===== src/rtl/inst_seq_ctrl.sv =====
// Instruction buffer and in-order sequencer: the host loads a program, which is then
// issued to every core over valid/ready, optionally replayed, with a mem_in snapshot per issue.
module inst_seq_ctrl #(
  parameter int INST_W   = 17,
  parameter int DEPTH    = 16,
  parameter int NUM_CORE = 2,
  parameter int bw       = 8,
  parameter int pr       = 16,
  parameter int RPT_W    = 8
) (
  input  logic                clk,
  input  logic                reset,
  input  logic                inst_wr,
  input  logic [INST_W-1:0]   inst_in,
  output logic                inst_mem_full,
  output logic                wr_ovf,
  input  logic                start_ex,
  input  logic [RPT_W-1:0]    rpt,
  input  logic                clr,
  output logic [INST_W-1:0]   inst_out,
  output logic                inst_valid,
  input  logic [NUM_CORE-1:0] inst_ready,
  input  logic [pr*bw-1:0]    mem_in,
  output logic [pr*bw-1:0]    mem_out,
  output logic                busy,
  output logic                done,
  output logic [RPT_W-1:0]    pass_cnt
);

  localparam int AW = $clog2(DEPTH);
  localparam int MW = pr * bw;
  localparam logic [AW:0] FULL_CNT = (AW+1)'(DEPTH);

  typedef enum logic [1:0] {S_LOAD, S_RUN, S_DONE} state_e;

  state_e            state_q, state_d;
  logic [AW:0]       count_q, count_d;
  logic [AW-1:0]     rd_ptr_q, rd_ptr_d;
  logic [RPT_W-1:0]  pass_cnt_q, pass_cnt_d;
  logic [RPT_W-1:0]  rpt_q, rpt_d;
  logic [INST_W-1:0] inst_out_q, inst_out_d;
  logic [MW-1:0]     mem_out_q, mem_out_d;
  logic              inst_valid_q, inst_valid_d;
  logic              full_q, full_d;
  logic              wr_ovf_q, wr_ovf_d;

  logic [INST_W-1:0] mem [DEPTH];

  logic              hs, wr_en, last_entry, start_go, advance, wrap, fwd0;
  logic [AW:0]       count_wr, next_idx;
  logic [AW-1:0]     rd_addr;
  logic [INST_W-1:0] rd_data;

  assign hs         = inst_valid_q & (&inst_ready);
  assign wr_en      = (state_q == S_LOAD) && inst_wr && !clr && (count_q != FULL_CNT);
  assign count_wr   = wr_en ? count_q + (AW+1)'(1) : count_q;
  assign next_idx   = {1'b0, rd_ptr_q} + (AW+1)'(1);
  assign last_entry = (next_idx >= count_q);
  assign advance    = (state_q == S_RUN) && !clr && hs && (!last_entry || (pass_cnt_q != rpt_q));
  assign wrap       = advance && last_entry;
  assign start_go   = (state_d == S_RUN) && (state_q != S_RUN);
  // A start in the same cycle as the very first write must see that write, not stale memory.
  assign fwd0       = wr_en && (count_q == '0);
  assign rd_addr    = (advance && !wrap) ? next_idx[AW-1:0] : '0;
  assign rd_data    = mem[rd_addr];

  always_ff @(posedge clk) begin
    if (reset) state_q <= S_LOAD;
    else       state_q <= state_d;
  end

  always_comb begin
    state_d = state_q;
    case (state_q)
      S_LOAD: if (!clr && start_ex && (count_wr != '0)) state_d = S_RUN;
      S_RUN: begin
        if (clr)                                             state_d = S_LOAD;
        else if (hs && last_entry && (pass_cnt_q == rpt_q))  state_d = S_DONE;
      end
      S_DONE: begin
        if (clr)           state_d = S_LOAD;
        else if (start_ex) state_d = S_RUN;
      end
      default: state_d = S_LOAD;
    endcase
  end

  always_comb begin
    busy = (state_q == S_RUN);
    done = (state_q == S_DONE);
  end

  always_comb begin
    // NOTE: every signal gets its hold value first so no path through this block infers a latch.
    count_d      = count_wr;
    full_d       = full_q;
    wr_ovf_d     = wr_ovf_q;
    rd_ptr_d     = rd_ptr_q;
    pass_cnt_d   = pass_cnt_q;
    rpt_d        = rpt_q;
    inst_out_d   = inst_out_q;
    mem_out_d    = mem_out_q;
    inst_valid_d = inst_valid_q;

    if (wr_en)            full_d   = (count_wr == FULL_CNT);
    if (inst_wr && !wr_en) wr_ovf_d = 1'b1;

    if (start_go) begin
      rpt_d        = rpt;
      rd_ptr_d     = '0;
      pass_cnt_d   = '0;
      inst_valid_d = 1'b1;
      inst_out_d   = fwd0 ? inst_in : rd_data;
      mem_out_d    = mem_in;
    end else if (advance) begin
      rd_ptr_d   = wrap ? '0 : next_idx[AW-1:0];
      if (wrap) pass_cnt_d = pass_cnt_q + RPT_W'(1);
      inst_out_d = rd_data;
      mem_out_d  = mem_in;
    end else if ((state_q == S_RUN) && hs) begin
      inst_valid_d = 1'b0;
    end

    if (clr) begin
      count_d      = '0;
      full_d       = 1'b0;
      inst_valid_d = 1'b0;
      if (state_q != S_RUN) begin
        pass_cnt_d = '0;
        wr_ovf_d   = 1'b0;
      end
    end
  end

  // NOTE: sequential state uses non-blocking assignments so every flop samples pre-edge values.
  always_ff @(posedge clk) begin
    if (reset) begin
      count_q      <= '0;
      full_q       <= 1'b0;
      wr_ovf_q     <= 1'b0;
      rd_ptr_q     <= '0;
      pass_cnt_q   <= '0;
      rpt_q        <= '0;
      inst_out_q   <= '0;
      mem_out_q    <= '0;
      inst_valid_q <= 1'b0;
    end else begin
      count_q      <= count_d;
      full_q       <= full_d;
      wr_ovf_q     <= wr_ovf_d;
      rd_ptr_q     <= rd_ptr_d;
      pass_cnt_q   <= pass_cnt_d;
      rpt_q        <= rpt_d;
      inst_out_q   <= inst_out_d;
      mem_out_q    <= mem_out_d;
      inst_valid_q <= inst_valid_d;
    end
  end

  // NOTE: the array has no reset; count_q==0 already makes every entry unreachable.
  always_ff @(posedge clk) begin
    if (wr_en) mem[count_q[AW-1:0]] <= inst_in;
  end

  assign inst_mem_full = full_q;
  assign wr_ovf        = wr_ovf_q;
  assign inst_out      = inst_out_q;
  assign inst_valid    = inst_valid_q;
  assign mem_out       = mem_out_q;
  assign pass_cnt      = pass_cnt_q;

endmodule


===== config.mk =====
export PLATFORM = sky130hd
export DESIGN_NAME = inst_seq_ctrl
export DESIGN_NICKNAME = d
export VERILOG_FILES = /design/src/rtl/inst_seq_ctrl.sv
export SDC_FILE = /design/constraint.sdc
export NUM_CORES = 1
export LEC_CHECK = 0
export ABC_CLOCK_PERIOD_IN_PS = 4700
export BUFFER_PORTS_ARGS = -buffer_cell sky130_fd_sc_hd__buf_4
export CORE_MARGIN = 5
export CORE_UTILIZATION = 55
export CTS_CLUSTER_SIZE = 16
export DETAILED_ROUTE_END_ITERATION = 6
export GPL_TIMING_DRIVEN = 1
export PLACE_DENSITY = 0.89
export SLEW_MARGIN = 10
export SYNTH_ARGS = -nofsm -noshare
export SYNTH_HDL_FRONTEND = slang
export SYNTH_SLANG_ARGS = --single-unit

===== constraint.sdc =====
create_clock -name clk -period 4.7 [get_ports clk]
set_clock_uncertainty 0.2 [all_clocks]
set_input_delay 0.94 -clock clk [delete_from_list [all_inputs] [get_ports clk]]
set_output_delay 0.94 -clock clk [all_outputs]
set_load 0.01 [all_outputs]

==> out/summary.txt <==
Result of the run: completed
Chip Width: 191.1 µm
Biggest fanout along the worst timing path: 11
Least-Margin Pin Slew: 1.114 ns
Maximum clock insertion buffer count: 3
Setup_tns: 0 ns
Setup repair after global routing missed its margin: no
Sw Share: 21.28%
Setup CP Type: reg -> reg
Count of routing violations after the opening detailed-route iteration: 1174
Wire length of the first global-routing pass: 79.36 mm
Die Span Y: 191.1 µm
Initial antenna violation count: 1
Slowest cell on crit path: a21oi_1
Syn Area/Cell: 11.66 µm²
CTS tree: yes
Power spent charging and discharging nets: 1733 µW
Multi-input logic area: 5868 µm²
VDD IR-drop max: 285.6 µV
Finished Layout Cells: 2308
Number of DRC violations after detailed routing: 0
Hold violation total from the final report: 0
CTS hold repair buffers: 0
Internal power component: 6409 µW
Slew Limit Fails: 0
Combinational Power Share: 4.7%
Number of top-level pins: 318
Slew Limit Headroom: 25.71%
Total number of clock tree sinks: 447
Flip-flop and latch area: 11670 µm²
WHS: 0.2535 ns
Crit-path leading delay family: compound AO/OA/AOI/OAI gates
Via count of the first global-routing pass: 14267
Sort of element at the end of the critical path: flop
Post-synthesis sequential area ratio: 64.73%
Total leakage power: 0.007968 µW
Final global-route overflow total: 0
Clock latency at the later pin of the worst-skew pair: 0.55 ns
Worst-case register-to-register setup slack: 0.50 ns
Total iterations of the first detailed-routing run: 7
Total Power: 8142 µW
Number of buffers inserted during clock tree synthesis: 44
Data required time of the worst path: 4.95 ns
Number of vias per cell after detailed routing: 6.037
Maximum clock frequency: 238.3 MHz
Signal arrival time at the worst endpoint: 4.45 ns
N_diodes: 0
Kind of path behind the tightest hold check: reg -> reg
Sequential Power Share: 52.0%
Floorplan die area: 36500 µm²
Number of distinct standard cells referenced by the synthesized netlist: 65
Worst path bufs/invs: 2
Proportion of register bits with asynchronous set or reset after synthesis: 0%
Count of input and output buffers: 317
Number of buffers added for setup after CTS: 0
Startpoint class of the critical path: flop
Total number of H-tree levels: 2
CTS root buf: clkbuf_16
EDFF count, synth: 272
Antenna Violating Nets Remaining: 0
Net count of the finished layout: 2002
Global router's overall resource usage: 27.89%
Total power per unit cell area: 365.5 nW/µm²
Share of final-layout standard cells stronger than drive strength 1: 26.15%
Cells after synthesis: 1546
Initial Util: 55.56%
Clock network fraction of design power: 43.3%
Yosys Warn Count: 0
Share of the synthesized area in the top cell type: 45.30%
Commonest cells after routing, fill and taps aside: 349 x buf_4, 293 x nand2_1, 272 x edfxtp_1
Number of nets produced by synthesis: 1717
Portion of the clock cycle consumed by the worst path in the final layout: 89.27%
Cells after DPL: 2227
Minimum clock period: 4.196 ns
Final HPWL from detailed placement: 33.02 mm
Floorplan row count: 66
Detailed Route WL: 52.39 mm
Largest net degree at the start of global routing: 175
Gpl congestion: 0.8827
Peak per-stage delay on the critical path: 0.73 ns
Maximum Capacitance Violations: 0
Leading area contributor after synthesis: edfxtp_1
#FFs+latches synth: 447
Flip-flop cell with the highest count after synthesis: edfxtp_1
Endpoints failing setup: 0
Layout-stage area growth over the synthesis result: 23.55%
Most common cell after layout, fill and taps aside: buf_4
Clock-pin slew reported for the worst setup and hold paths after clock tree synthesis: 0.06 ns
Synth Cell Area: 18030 µm²
Ranking of synthesized cells by area: edfxtp_1 45%, dfxtp_1 19%, nand2_1 6.1%, a21oi_1 4.8%, mux2_2 3.0%
Cell chain of the critical path: nand3_1 -> xor2_1 -> buf_4 -> inv_1 -> ha_1 -> a21o_1 -> nor3_4 -> o21ai_1 -> a21oi_1 -> nor4_1 -> o41a_1 -> a211oi_1
Per-cell routed wire length: 22.70 µm
Std-Cell Core Area: 32450 µm²
Post-cts resize count: 0
Total vias in the final route: 13933
Share of the core filled with cells in the final layout: 68.64%
Fill cell total of the finished layout: 2161
tightest hold or removal path: stages, from the launching register on:
cell     delay, ns
dfxtp_1       0.31
nand2_1       0.05
a21oi_1       0.05
cell type report:
class                      count  share of cell area [%]
sequential                   447                   52.41
multi-input combinational    973                   26.34
timing repair buffer         352                   12.03
clock buffer                  59                   5.381
tap                          442                   2.483
clock inverter                22                   1.129
inverter                      13                  0.2191
synth_stat cells, types with 4 or more instances:
| cell type | count |
|---|---|
| clkbuf_1 | 70 |
| a21oi_1 | 174 |
| nor4_1 | 5 |
| mux2i_1 | 22 |
| inv_1 | 12 |
| or4_1 | 7 |
| a21o_1 | 5 |
| nor2_1 | 111 |
| nand2_1 | 294 |
| a221o_1 | 16 |
| a211oi_1 | 18 |
| o211ai_1 | 26 |
| a2bb2oi_1 | 40 |
| nand2b_1 | 29 |
| o21ai_0 | 12 |
| and2_1 | 7 |
| nand3_1 | 4 |
| a31oi_1 | 9 |
| buf_1 | 4 |
| a41oi_1 | 7 |
| nand4_1 | 6 |
| buf_2 | 37 |
| o22a_1 | 9 |
| dfxtp_1 | 175 |
| ha_1 | 11 |
| xor2_1 | 9 |
| xnor2_1 | 11 |
| edfxtp_1 | 272 |
| nor2b_1 | 10 |
| mux2_2 | 48 |
| o221ai_1 | 39 |
cell families after synthesis:
group | Yosys count | share of synthesized area (%)
AND/OR/NAND/NOR | 492 | 11.80
flip-flops | 447 | 64.73
buffers and inverters | 126 | 2.921
XOR/XNOR | 20 | 0.9716
multiplexers | 70 | 4.219
AO/OA/AOI/OAI | 380 | 14.59
adder cells (fa/ha/maj) | 11 | 0.7633
state kept, by name, indices dropped and copies added, names as in the netlist:
| signal | count |
|---|---|
| inst_valid | 1 |
| inst_mem_full | 1 |
| rd_ptr_q | 4 |
| rpt_q | 8 |
| mem | 272 |
| pass_cnt | 8 |
| inst_out | 17 |
| count_q | 5 |
| state_q | 2 |
| wr_ovf | 1 |
| mem_out | 128 |
routing by layer:
layer  wire length [µm]  track usage [%]  vias to the layer above
met5                  9                0                        -
met4               2815            14.61                        2
met3               5278            6.738                      187
met2              26040            46.96                      878
met1              18250            33.40                     6653
li1                   -                -                     6213
per-stage QoR:
stage	worst slack, ns	area [µm²]
final	0.5041	22280
after global routing	0.3268	22280
after CTS	0.6232	22280
after detailed placement	0.5748	20830
after global placement	0.7702	20830
after floorplan	0.9735	18030
power groups by stage:
stage / clock network [µW] / registers (µW) / logic [µW]
global placement: 0 / 4310 / 368
floorplan: 0 / 4330 / 127
global route: 3750 / 4230 / 416
finish: 3530 / 4230 / 386
detailed placement: 0 / 4310 / 381
CTS: 3560 / 4230 / 384
path summary, 6_finish.rpt:
path                     from           to  depth (start not counted)
setup reg to reg  rd_ptr_q[2]  inst_out[0]                         12
setup / recovery  rd_ptr_q[2]  inst_out[0]                         12
hold reg to reg   mem_out[68]  mem_out[68]                          2
hold / removal    mem_out[68]  mem_out[68]                          2
(Power assumes the default switching activity.)
